## src/rtl/tt_wb_ctrl.sv

```systemverilog
// Wishbone classic responder exposing the TinyTapeout project-select chain:
// ID/CTRL/SCRATCH/STATUS registers plus a serial shifter that loads and latches the project address.
module tt_wb_ctrl #(
    parameter logic [31:0] BASE_ADDR = 32'h3000_0000,
    parameter int          ADDR_W    = 10,
    parameter int          SHIFT_DIV = 4
) (
    input  logic        wb_clk_i,
    input  logic        wb_rst_i,
    input  logic        wbs_stb_i,
    input  logic        wbs_cyc_i,
    input  logic        wbs_we_i,
    input  logic [3:0]  wbs_sel_i,
    input  logic [31:0] wbs_adr_i,
    input  logic [31:0] wbs_dat_i,
    output logic        wbs_ack_o,
    output logic [31:0] wbs_dat_o,
    output logic        ctrl_sel_dat_o,
    output logic        ctrl_sel_clk_o,
    output logic        ctrl_sel_latch_o,
    output logic        irq_o
);

    localparam logic [31:0] ID_VALUE = 32'h5454_0305;
    localparam logic [7:0]  DIV_LAST = 8'(SHIFT_DIV - 1);
    localparam logic [3:0]  MSB_IDX  = 4'(ADDR_W - 1);

    typedef enum logic [1:0] {
        IDLE  = 2'd0,
        SHIFT = 2'd1,
        LATCH = 2'd2
    } state_t;

    state_t      state_q, state_d;
    logic [3:0]  bit_q, bit_d;
    logic [7:0]  div_q, div_d;
    logic        sdat_q, sdat_d;
    logic        sclk_q, sclk_d;
    logic        latch_q, latch_d;

    logic              ack_q;
    logic [31:0]       rdata_q;
    logic              irq_q;
    logic [ADDR_W-1:0] proj_sel;
    logic              irq_en;
    logic [31:0]       scratch;
    logic [15:0]       count;
    logic              done;
    logic              ovr;

    logic        hit;
    logic        wr_hit;
    logic        busy;
    logic        latch_exit;
    logic        ctrl_wr;
    logic        start;
    logic [1:0]  reg_idx;
    logic [31:0] rd_mux;
    logic        unused_adr;

    assign reg_idx    = wbs_adr_i[3:2];
    assign unused_adr = ^wbs_adr_i[1:0];
    // ~ack_q keeps one request from being acked twice, so back-to-back strobes ack every other cycle.
    assign hit        = wbs_stb_i & wbs_cyc_i & ~ack_q & (wbs_adr_i[31:4] == BASE_ADDR[31:4]);
    assign wr_hit     = hit & wbs_we_i;
    assign busy       = (state_q != IDLE);
    assign latch_exit = (state_q == LATCH) && (div_q == DIV_LAST);
    assign ctrl_wr    = wr_hit && (reg_idx == 2'd1) && (|wbs_sel_i);
    assign start      = ctrl_wr && !busy;

    always_comb begin
        rd_mux = '0;
        case (reg_idx)
            2'd0: rd_mux = ID_VALUE;
            2'd1: rd_mux = {busy, irq_en, 30'(proj_sel)};
            2'd2: rd_mux = scratch;
            2'd3: rd_mux = {14'h0, ovr, done, count};
            default: rd_mux = '0;
        endcase
    end

    always_comb begin
        // NOTE: every variable gets its hold value first so no path through the case infers a latch.
        state_d = state_q;
        bit_d   = bit_q;
        div_d   = div_q;
        sdat_d  = sdat_q;
        sclk_d  = sclk_q;
        latch_d = latch_q;
        case (state_q)
            IDLE: begin
                if (start) begin
                    state_d = SHIFT;
                    bit_d   = MSB_IDX;
                    div_d   = '0;
                    sclk_d  = 1'b0;
                    sdat_d  = wbs_dat_i[ADDR_W-1];
                end
            end
            SHIFT: begin
                if (div_q == DIV_LAST) begin
                    div_d = '0;
                    if (!sclk_q) begin
                        sclk_d = 1'b1;
                    end else if (bit_q == 4'd0) begin
                        state_d = LATCH;
                        sclk_d  = 1'b0;
                        latch_d = 1'b1;
                    end else begin
                        bit_d  = bit_q - 4'd1;
                        sclk_d = 1'b0;
                        sdat_d = proj_sel[bit_q - 4'd1];
                    end
                end else begin
                    div_d = div_q + 8'd1;
                end
            end
            LATCH: begin
                if (div_q == DIV_LAST) begin
                    state_d = IDLE;
                    div_d   = '0;
                    latch_d = 1'b0;
                end else begin
                    div_d = div_q + 8'd1;
                end
            end
            default: state_d = IDLE;
        endcase
    end

    always_ff @(posedge wb_clk_i) begin
        // NOTE: state registers use non-blocking assignments so every flop samples pre-edge values.
        if (wb_rst_i) begin
            state_q <= IDLE;
            bit_q   <= '0;
            div_q   <= '0;
            sdat_q  <= 1'b0;
            sclk_q  <= 1'b0;
            latch_q <= 1'b0;
        end else begin
            state_q <= state_d;
            bit_q   <= bit_d;
            div_q   <= div_d;
            sdat_q  <= sdat_d;
            sclk_q  <= sclk_d;
            latch_q <= latch_d;
        end
    end

    always_ff @(posedge wb_clk_i) begin
        if (wb_rst_i) begin
            ack_q    <= 1'b0;
            rdata_q  <= '0;
            irq_q    <= 1'b0;
            proj_sel <= '0;
            irq_en   <= 1'b0;
            scratch  <= '0;
            count    <= '0;
            done     <= 1'b0;
            ovr      <= 1'b0;
        end else begin
            ack_q   <= hit;
            rdata_q <= (hit && !wbs_we_i) ? rd_mux : '0;
            irq_q   <= done & irq_en;
            if (ctrl_wr) begin
                irq_en <= wbs_dat_i[30];
                if (!busy) proj_sel <= wbs_dat_i[ADDR_W-1:0];
                else       ovr      <= 1'b1;
            end
            if (wr_hit && reg_idx == 2'd2) begin
                for (int b = 0; b < 4; b++) begin
                    if (wbs_sel_i[b]) scratch[8*b +: 8] <= wbs_dat_i[8*b +: 8];
                end
            end
            if (wr_hit && reg_idx == 2'd3 && wbs_sel_i[2]) begin
                if (wbs_dat_i[16]) done <= 1'b0;
                if (wbs_dat_i[17]) ovr  <= 1'b0;
            end
            // Placed after the W1C so a completion on the same edge keeps done set.
            if (latch_exit) begin
                done  <= 1'b1;
                count <= count + 16'd1;
            end
        end
    end

    assign wbs_ack_o        = ack_q;
    assign wbs_dat_o        = rdata_q;
    assign ctrl_sel_dat_o   = sdat_q;
    assign ctrl_sel_clk_o   = sclk_q;
    assign ctrl_sel_latch_o = latch_q;
    assign irq_o            = irq_q;

endmodule
```

## config.mk

```make
export PLATFORM = sky130hd
export DESIGN_NAME = tt_wb_ctrl
export DESIGN_NICKNAME = d
export VERILOG_FILES = /design/src/rtl/tt_wb_ctrl.sv
export SDC_FILE = /design/constraint.sdc
export NUM_CORES = 1
export LEC_CHECK = 0
export CORE_ASPECT_RATIO = 0.6
export CORE_MARGIN = 2
export CORE_UTILIZATION = 32
export CTS_CLUSTER_SIZE = 12
export DETAILED_ROUTE_END_ITERATION = 7
export PLACE_DENSITY = 0.56
export SYNTH_ARGS = -nofsm -noshare
export SYNTH_HDL_FRONTEND = slang
export SYNTH_SLANG_ARGS = --single-unit
```

## constraint.sdc

```tcl
create_clock -name wb_clk_i -period 2.9 [get_ports wb_clk_i]
set_input_delay 0.58 -clock wb_clk_i [delete_from_list [all_inputs] [get_ports wb_clk_i]]
set_output_delay 0.58 -clock wb_clk_i [all_outputs]
set_load 0.005 [all_outputs]
```

* Word level (Yosys, flattened, before mapping)
Index checks and enable logic that the tools add are counted.
** Storage, ports and cells
- Register bits :: 112
- Word-level logic and storage cells :: 114
- Input port bits :: 73
- Output and inout port bits :: 37
** Operators by class
- Reductions and logical operators :: 33
- Bitwise logic cells :: 8
- Order comparisons :: 1
- Equality and inequality tests :: 13
- Add/subtract/negate cells :: 3
- Muxes and demuxes :: 38
** Operators with widths (count)
- $pmux W32 S4 :: 1
- $eq A28 B26 Y1 const B :: 1
- $mux W1 :: 19
- $add A16 B1 Y16 const B :: 1
- $mux W4 :: 4
- $mux W8 :: 2
- $pmux W8 S2 :: 1
- $reduce_and A5 Y1 :: 3
- $reduce_and A2 Y1 :: 7
- $reduce_bool A2 Y1 :: 6
- $mux W2 :: 5
- $ne A2 B2 Y1 const B :: 5
- $add A8 B1 Y8 const B :: 1
- $eq A8 B2 Y1 const B :: 1
- $logic_and A1 B1 Y1 :: 8
- $pmux W4 S2 :: 1
- $eq A2 B2 Y1 const B :: 3
- $pmux W1 S2 :: 3
- $pmux W2 S3 :: 1
- $and A1 B1 Y1 :: 5
- $lt A4 B5 Y1 const B :: 1
- $bmux W1 S4 :: 1
- $eq A2 B1 Y1 const B :: 2
- $logic_not A2 Y1 :: 2
- other kinds (8) :: 12

* Depth between registers and ports, before layout
Gate-level depths: netlist (run 1).
- Word-level depth :: 9
- Depth in mapped cells :: 8
- Depth with buffers taken out :: 7

* Worst setup path after synthesis (run 1)
OpenSTA, ideal clock, no wires.
- Kind :: in2reg
- From :: input port wbs_sel_i[1]
- To :: register div_q[4]
- Buffers on the path :: 1
- Library setup time :: 0.145 ns
- Data required time :: 2.755 ns
- Arrival time :: 1.889 ns
- Cell stages on the path :: 6
- Path slack :: 0.866 ns
- Path through :: or4_4 -> and3_4 -> a31o_2 -> buf_6 -> a31oi_1 -> a311oi_1
** Between the ends
- Longest elaborated chain between the ends :: 5
** RTL lines
- from (decl) :: line 13 : input logic [3:0] wbs_sel_i,
- $reduce_or A4 Y1 :: line 68 : assign ctrl_wr = wr_hit && (reg_idx == 2'd1) && (|wbs_sel_i);
- $logic_and A1 B1 Y1 :: line 68
- $logic_and A1 B1 Y1 :: line 69 : assign start = ctrl_wr && !busy;
- $ne A2 B2 Y1 (no source line)
- $reduce_and A2 Y1 (no source line)
- to (signal assigned) :: line 143 : div_q <= div_d;
- to (decl) :: line 36 : logic [7:0] div_q, div_d;
Every way passes these cells.
A chain may end at the register's enable or synchronous reset.

* Worst setup path after layout (run 1)
- From :: input port wbs_sel_i[1]
- To :: register sdat_q (netlist: ctrl_sel_dat_o)
** Between the ends
- Longest elaborated chain between the ends :: 5
** RTL lines
- $reduce_or A4 Y1 :: line 68
- $logic_and A1 B1 Y1 :: line 68
- $logic_and A1 B1 Y1 :: line 69
- $ne A2 B2 Y1 (no source line)
- $reduce_and A5 Y1 (no source line)
- to (signal assigned) :: line 144 : sdat_q <= sdat_d;
- to (decl) :: line 37 : logic sdat_q, sdat_d;
Every way passes these cells.

==> summary.md, run 1 <==
| Metric | Value |
|---|---|
| Status | `complete, but fails checks` |
| Failing checks | `DRC` |
| P_leak | `roughly 2.4 nW` |
| Post-synth ARST share | `0` |
| Vias/cell | `4.98` |
| Ant diodes | `0` |
| Number of flops mapped to enable cells by yosys | `0` |
| Layout Skew | `~0.0083 ns` |
| Die ar. | `between 15000 and 20000 um^2` |
| Final setup fails | `0` |
| FF+latch count, synth | `112` |
| Least-Margin Pin Slew | `about 0.63 ns` |
| Internal reg-to-reg setup slack | `0.59 ns` |
| YS warnings | `0` |
| Hold Vio Cnt, Final | `0` |
| Post-Syn Area | `5110 um^2` |
| GRT Overall Usage | `0.168` |
| Worst-Skew Late Latency | `0.35 ns` |
| H-tree levels | `3` |
| Clock Sinks | `112` |
| Area growth syn-to-layout | `30.8%` |
| Final Max Tran Viols | `0` |
| RSZ-0062 raised after global routing | `no` |
| Tcrit/Tclk final | `0.828` |
| DR iter-0 viols | `roughly 300` |
| Std-Cell Rows | `35` |
| Die Ht | `102 um` |
| Maximum fanout along the worst path | `3` |
| Max_cap viols | `0` |
| Top_reg_cell synth | `dfxtp_1` |
| Core area | `15500 um^2` |
| PortBufs | `107` |
| Number of global-route vias before repair | `approximately 4200` |
| Startpoint types | `input port` |
| CTS tree | `built` |
| Crit path arrival time | `2.64 ns` |
| CTS Hold Bufs | `0` |
| Initial antenna violation count | `0` |
| Commonest cells after routing, fill and taps aside | `dfxtp_1 (112), clkdlybuf4s50_1 (107), nand2_1 (74), mux2i_1 (60), nor2_1 (57)` |
| Synth unique cells | `64` |
| Sequential-to-total area share from yosys stat | `0.438` |
| Layout cells sized above 1 | `0.0963` |
| GRT overflow | `0` |
| Slew margin rel. | `0.579` |
| Routed Antenna Nets | `0` |
| Clock root buffer | `clkbuf_16` |
| Final Power | `3.02 mW` |
| Kind of critical path | `input port to flip-flop` |
| Post-Synthesis Net Count | `628` |
| Routed length per placed instance | `~16 um` |
| Max frequency | `around 420 MHz` |
| Total via count in the routed design | `4269` |
| Post-cts resize count | `0` |
| Mapped Cells | `548` |
| Critical path startpoint | `wbs_sel_i[1]` |
| Post CTS Setup Buffer Count | `0` |
| Hold Path Class | `flip-flop to flip-flop` |
| Global-route wire length before repair | `22.5 mm` |
| CP Capture Point | `ctrl_sel_dat_o` |
| DR DRC count | `12` |
| Total Wirelength | `approximately 14 mm` |
| Fin nets | `729` |
| Setup_tns | `0 ns` |
| Final Critical Period | `2.40 ns` |
| Largest net degree at the start of global routing | `47` |
| First drt pass iteration count | `7` |
| Clock transition at path regs | `0.08 ns` |
| Kind of end point of the critical path | `flip-flop` |
| Synth area leader | `dfxtp_1` |
| Top Ports | `110` |
| CTS Buffer Depth | `2` |
| DIE WIDTH | `167 um` |
| Share of the synthesized area in the top cell type | `0.438` |
| Top cells by area, synth | `dfxtp_1 (44%), mux2i_1 (12%), nand2_1 (5.4%)` |
| Most common cell after layout, fill and taps aside | `dfxtp_1` |
| Hpwl dp | `between 10 and 15 mm` |
| Reg2reg start | `bit_q[0]` |
| Reg2Reg Depth | `7` |
| Final RePlAce weighted congestion | `0.784` |
| Initial Util | `0.330` |
| R2R Path End | `ctrl_sel_dat_o` |
| Mean Syn Cell Area | `9.33 um^2` |
| PwrDens | `451 nW/um^2` |
| Peak supply drop | `~0.25 mV` |
| CP required | `3.14 ns` |
| CTS buffer count | `9` |
-- per-layer routing --
metal | wire (um) | track usage
met3 | 808 | 0.0403
met5 | 0 | 0
met1 | 7370 | 0.245
met4 | 70 | 0.0334
met2 | 5590 | 0.254
-- power by group --
| part | switching [mW] | internal, mW |
|---|---|---|
| Combinational | 0.0877 | 0.109 |
| Clock | 0.582 | 0.705 |
| Sequential | 0.000000000139 | 1.54 |
| Total | 0.670 | 2.35 |
-- per-stage QoR --
stage	utilization	setup slack, ns	instances	hold slack, ns	area [um^2]
global route	0.432	0.344	857	0.469	6690
detailed placement	0.412	0.202	841	0.439	6380
finish	0.432	0.499	857	0.451	6690
CTS	0.432	0.563	857	0.453	6690
floorplan	-	0.866	548	0.424	5110
global placement	0.412	0.262	841	0.438	6380
-- cells in the mapped netlist, types with 2 or more instances --
cell             n
and4_1           6
dfxtp_1        112
clkbuf_1        20
nand2b_1        10
nand4_2          3
a41oi_1          2
mux2i_1         60
nor4_4           3
a31o_2           2
and3_1          10
dlygate4sd1_1    2
o21ai_0          5
and2_1           7
or3_1            3
mux2_2           7
a211oi_1         6
buf_6            3
ha_1             7
xor2_1           4
xnor2_1         12
nor2b_1          2
nand3_1         12
a31oi_1          8
a311oi_1         9
nor3_1           5
buf_4            4
nor4_1           5
a22oi_1          8
a21oi_1         18
nand4_1          8
or2_2            2
inv_1           19
nor2_1          57
nand2_1         74
nor4_2           4
-- final cells by class --
type | instances | area [um^2]
Fill cell | 1514 | 8810
Multi-Input combinational cell | 384 | 2610
Sequential cell | 112 | 2240
Timing Repair Buffer | 122 | 1200
Tap cell | 203 | 254
Clock buffer | 10 | 239
Inverter | 20 | 75.1
Clock inverter | 6 | 72.6
-- how the worst min path moves through the flow --
stage                 from       endpoint  slack, ns  cells past startpoint
6_report       scratch[18]  wbs_dat_o[18]       0.45                      2
5_1_grt        scratch[26]  wbs_dat_o[26]       0.47                      2
4_1_cts        scratch[18]  wbs_dat_o[18]       0.45                      2
3_5_place_dp   scratch[23]  wbs_dat_o[23]       0.44                      1
3_3_place_gp   scratch[28]  wbs_dat_o[28]       0.44                      2
2_1_floorplan  scratch[18]  wbs_dat_o[18]       0.42                      2
-- sequential cells by signal, summed over array words and instances, names as in the netlist --
name and cells:
ovr 1, div_q 8, state_q 2, irq_o 1, ctrl_sel_clk_o 1, bit_q 4
ctrl_sel_latch_o 1, proj_sel 10, ctrl_sel_dat_o 1, wbs_ack_o 1, scratch 32, irq_en 1
count 16, wbs_dat_o 32, done 1
-- worst max-delay path: stages --
cell and delay [ns]:
clkdlybuf4s50_1 0.45, or4_4 0.57, and3_4 0.21, a31oi_1 0.37, nor2_1 0.17, a311oi_1 0.28
-- cells by family after synthesis --
logic type / after synthesis / synth area share
and+or+nand+nor: 223 / 0.235
DFF: 112 / 0.438
AOI/OAI and AO/OA: 71 / 0.0983
muxes: 67 / 0.133
buffers and inverters: 52 / 0.0509
xor gates and xnor gates: 16 / 0.0274
adders and majority gates: 7 / 0.0171
(Power assumes the default switching activity.)
==> inputs of run 2 (changes only) <==
--- a/config.mk
+++ b/config.mk
@@ -10,7 +10,7 @@
 export CORE_UTILIZATION = 32
 export CTS_CLUSTER_SIZE = 12
 export DETAILED_ROUTE_END_ITERATION = 7
-export PLACE_DENSITY = 0.56
+export PLACE_DENSITY = 0.58
 export SYNTH_ARGS = -nofsm -noshare
 export SYNTH_HDL_FRONTEND = slang
 export SYNTH_SLANG_ARGS = --single-unit
==> constraint.sdc (replaced) <==
create_clock -name wb_clk_i -period 2.15 [get_ports wb_clk_i]
set_input_delay 0.43 -clock wb_clk_i [delete_from_list [all_inputs] [get_ports wb_clk_i]]
set_output_delay 0.43 -clock wb_clk_i [all_outputs]
set_load 0.005 [all_outputs]
==> run 2 against run 1 <==
The run still ends with DRC left; first-iteration DRC count increased by 4.9%; critical path depth increased by 1; clock-buffer cell count decreased by 1; sequential share of layout area decreased by 1.1 points; cell count increased by 2.2%; design area increased by 3.3%; global-route usage about the same; non-clock buffer count increased by 18; sequential power increased by 34%; sequential cell count unchanged.
==> summary.md, run 2 (synthesized netlist as in run 1, its figures left out) <==
| Metric | Value |
|---|---|
| Maximum fanout along the worst path | `6 (+3)` |
| Worst-Skew Late Latency | `0.36 ns (about the same)` |
| H-tree levels | `3 (unchanged)` |
| Number of global-route vias before repair | `4299 (+1.8%)` |
| DR DRC count | `24 (+12)` |
| Crit path cell chain | `ha_2 -> nor4b_4 -> nand4_1 -> buf_4 -> nor4_1 -> xnor2_1 -> nor2_1` |
| Routed length per placed instance | `16.0 um (-0.72%)` |
| Final RePlAce weighted congestion | `0.770 (-1.7%)` |
| PwrDens | `581 nW/um^2 (+29%)` |
| CTS Buffer Depth | `2 (unchanged)` |
| DIE WIDTH | `167 um (unchanged)` |
| Max stage delay cell, worst path | `nor4b_4` |
| Worst setup margin | `0.123 ns (-0.376 ns)` |
| Crit path arrival time | `2.28 ns (-0.36 ns)` |
| Die Ht | `102 um (unchanged)` |
| Clock root buffer | `clkbuf_16` |
| Post-route insts no fill | `876 (+2.2%)` |
| Max_cap viols | `0 (unchanged)` |
| Die ar. | `17000 um^2 (unchanged)` |
| Largest net degree at the start of global routing | `47 (unchanged)` |
| Final setup fails | `0 (unchanged)` |
| Kind of end point of the critical path | `flip-flop` |
| CTS Hold Bufs | `0 (unchanged)` |
| Reg2reg start | `div_q[0]` |
| Max frequency | `493 MHz` |
| Clock Sinks | `112 (unchanged)` |
| Final Critical Period | `roughly 2 ns` |
| Area growth syn-to-layout | `35.1%` |
| Slew margin rel. | `0.623 (+0.0448)` |
| Crit path buf inv count | `1 (unchanged)` |
| CP max stage delay | `0.40 ns (-0.17 ns)` |
| Vias/cell | `4.99 (about the same)` |
| Status | `complete, but fails checks` |
| Layout Skew | `0.0147 ns (+0.00646 ns)` |
| CTS buffer count | `9 (unchanged)` |
| Clock transition at path regs | `0.08 ns (about the same)` |
| CP required | `2.40 ns (-0.74 ns)` |
| DR iter-0 viols | `319 (+4.9%)` |
| P_leak | `2.49 nW (+4.3%)` |
| Total Wirelength | `14.0 mm (+1.5%)` |
| Failing checks | `DRC` |
| Least-Margin Pin Slew | `0.565 ns (-0.0660 ns)` |
| Util after Layout | `0.446 (+0.0142)` |
| Placed insts | `858 (+2.0%)` |
| Most common cell after layout, fill and taps aside | `dfxtp_1` |
| Critical path startpoint | `div_q[0]` |
| Total via count in the routed design | `4368 (+2.3%)` |
| Hold Path Class | `flip-flop to flip-flop` |
| GRT overflow | `0 (unchanged)` |
| Initial antenna violation count | `0 (unchanged)` |
| First drt pass iteration count | `7 (unchanged)` |
| Layout cells sized above 1 | `0.128 (+0.0316)` |
| Std-Cell Rows | `35 (unchanged)` |
| Fin nets | `747 (+2.5%)` |
| Pre-CTS setup slack | `-0.283 ns (-0.486 ns)` |
| CTS tree | `built` |
| Cell family with most CP delay | `simple AND/OR/NAND/NOR gates` |
| Commonest cells after routing, fill and taps aside | `dfxtp_1 (112), clkdlybuf4s50_1 (107), nand2_1 (74), mux2i_1 (60), nor2_1 (57)` |
| Top Ports | `110 (unchanged)` |
| Kind of critical path | `flip-flop to flip-flop` |
| Hpwl dp | `10.3 mm (+0.38%)` |
| Worst min-delay path startpoint | `scratch[20]` |
| Hold slack | `0.448 ns (-0.00268 ns)` |
| Startpoint types | `flip-flop` |
| PortBufs | `107 (unchanged)` |
| Final Max Tran Viols | `0 (unchanged)` |
| Global-route wire length before repair | `22.6 mm (+0.22%)` |
| Hold Vio Cnt, Final | `0 (unchanged)` |
| Routed Antenna Nets | `0 (unchanged)` |
| Setup_tns | `0 ns (unchanged)` |
| Core area | `15500 um^2 (unchanged)` |
| GRT Overall Usage | `0.168 (+0.000412)` |
| Peak supply drop | `0.423 mV (+71%)` |
| Tcrit/Tclk final | `0.943` |
| Initial Util | `0.330 (unchanged)` |
==> run 2: worst paths after layout <==
path	to	slack, ns	cells after the start
setup / recovery	count[14]	0.12	7
hold / removal	wbs_dat_o[20]	0.45	2
setup reg to reg	count[14]	0.12	7
hold reg to reg	wbs_dat_o[20]	0.45	2
==> run 2: layer usage <==
metal	up-vias	share of wire	GRT usage
met3	10	0.064	0.0372
met5	-	0	0
met2	127	0.41	0.249
met1	2060	0.52	0.249
li1	2171	-	-
met4	0	0.0066	0.0415
==> run 2: metrics by stage <==
stage / instance area (um^2) / total power, mW
detailed placement: 6560 / 2.39
global route: 6910 / 4.18
finish: 6910 / 4.02
CTS: 6860 / 4.07
global placement: 6560 / 2.39
floorplan: 5110 / 2.21
==> run 2: power breakdown <==
group,switching (mW),total (mW),internal (mW)
Clock,0.849,1.68,0.827
Sequential,0.000000000140,2.07,2.07
Combinational,0.119,0.272,0.152
Total,0.968,4.02,3.05
==> run 2: layout make-up <==
class | count | area, um^2
inverter | 20 | 75.1
fill | 1492 | 8590
antenna | 1 | 2.50
sequential | 112 | 2240
clock inverter | 7 | 72.6
tap | 203 | 254
clock buffer | 9 | 225
timing repair buffer | 140 | 1380
multi-input combinational | 384 | 2660
==> run 2: timing repair <==
item / in CTS / in global routing
endpoints found under the setup margin: 0 / 25
gates resized for setup: 0 / 10
setup buffers: 0 / 1
==> run 2: tightest hold or removal path, delay by kind of cell, from the launching register on <==
family	cells	cell delay, ns
DFF	1	0.31
buffers and inverters	1	0.05
AOI/OAI and AO/OA	1	0.05
==> inputs of run 3 (changes only) <==
--- a/config.mk
+++ b/config.mk
@@ -8,8 +8,10 @@
 export CORE_ASPECT_RATIO = 0.6
 export CORE_MARGIN = 2
 export CORE_UTILIZATION = 32
+export CTS_CLUSTER_DIAMETER = 80
 export CTS_CLUSTER_SIZE = 12
 export DETAILED_ROUTE_END_ITERATION = 7
+export GPL_ROUTABILITY_DRIVEN = 0
 export PLACE_DENSITY = 0.58
 export SYNTH_ARGS = -nofsm -noshare
 export SYNTH_HDL_FRONTEND = slang
==> results of run 3 <==
Final layout, timing and power as in run 2 (identical DEF).
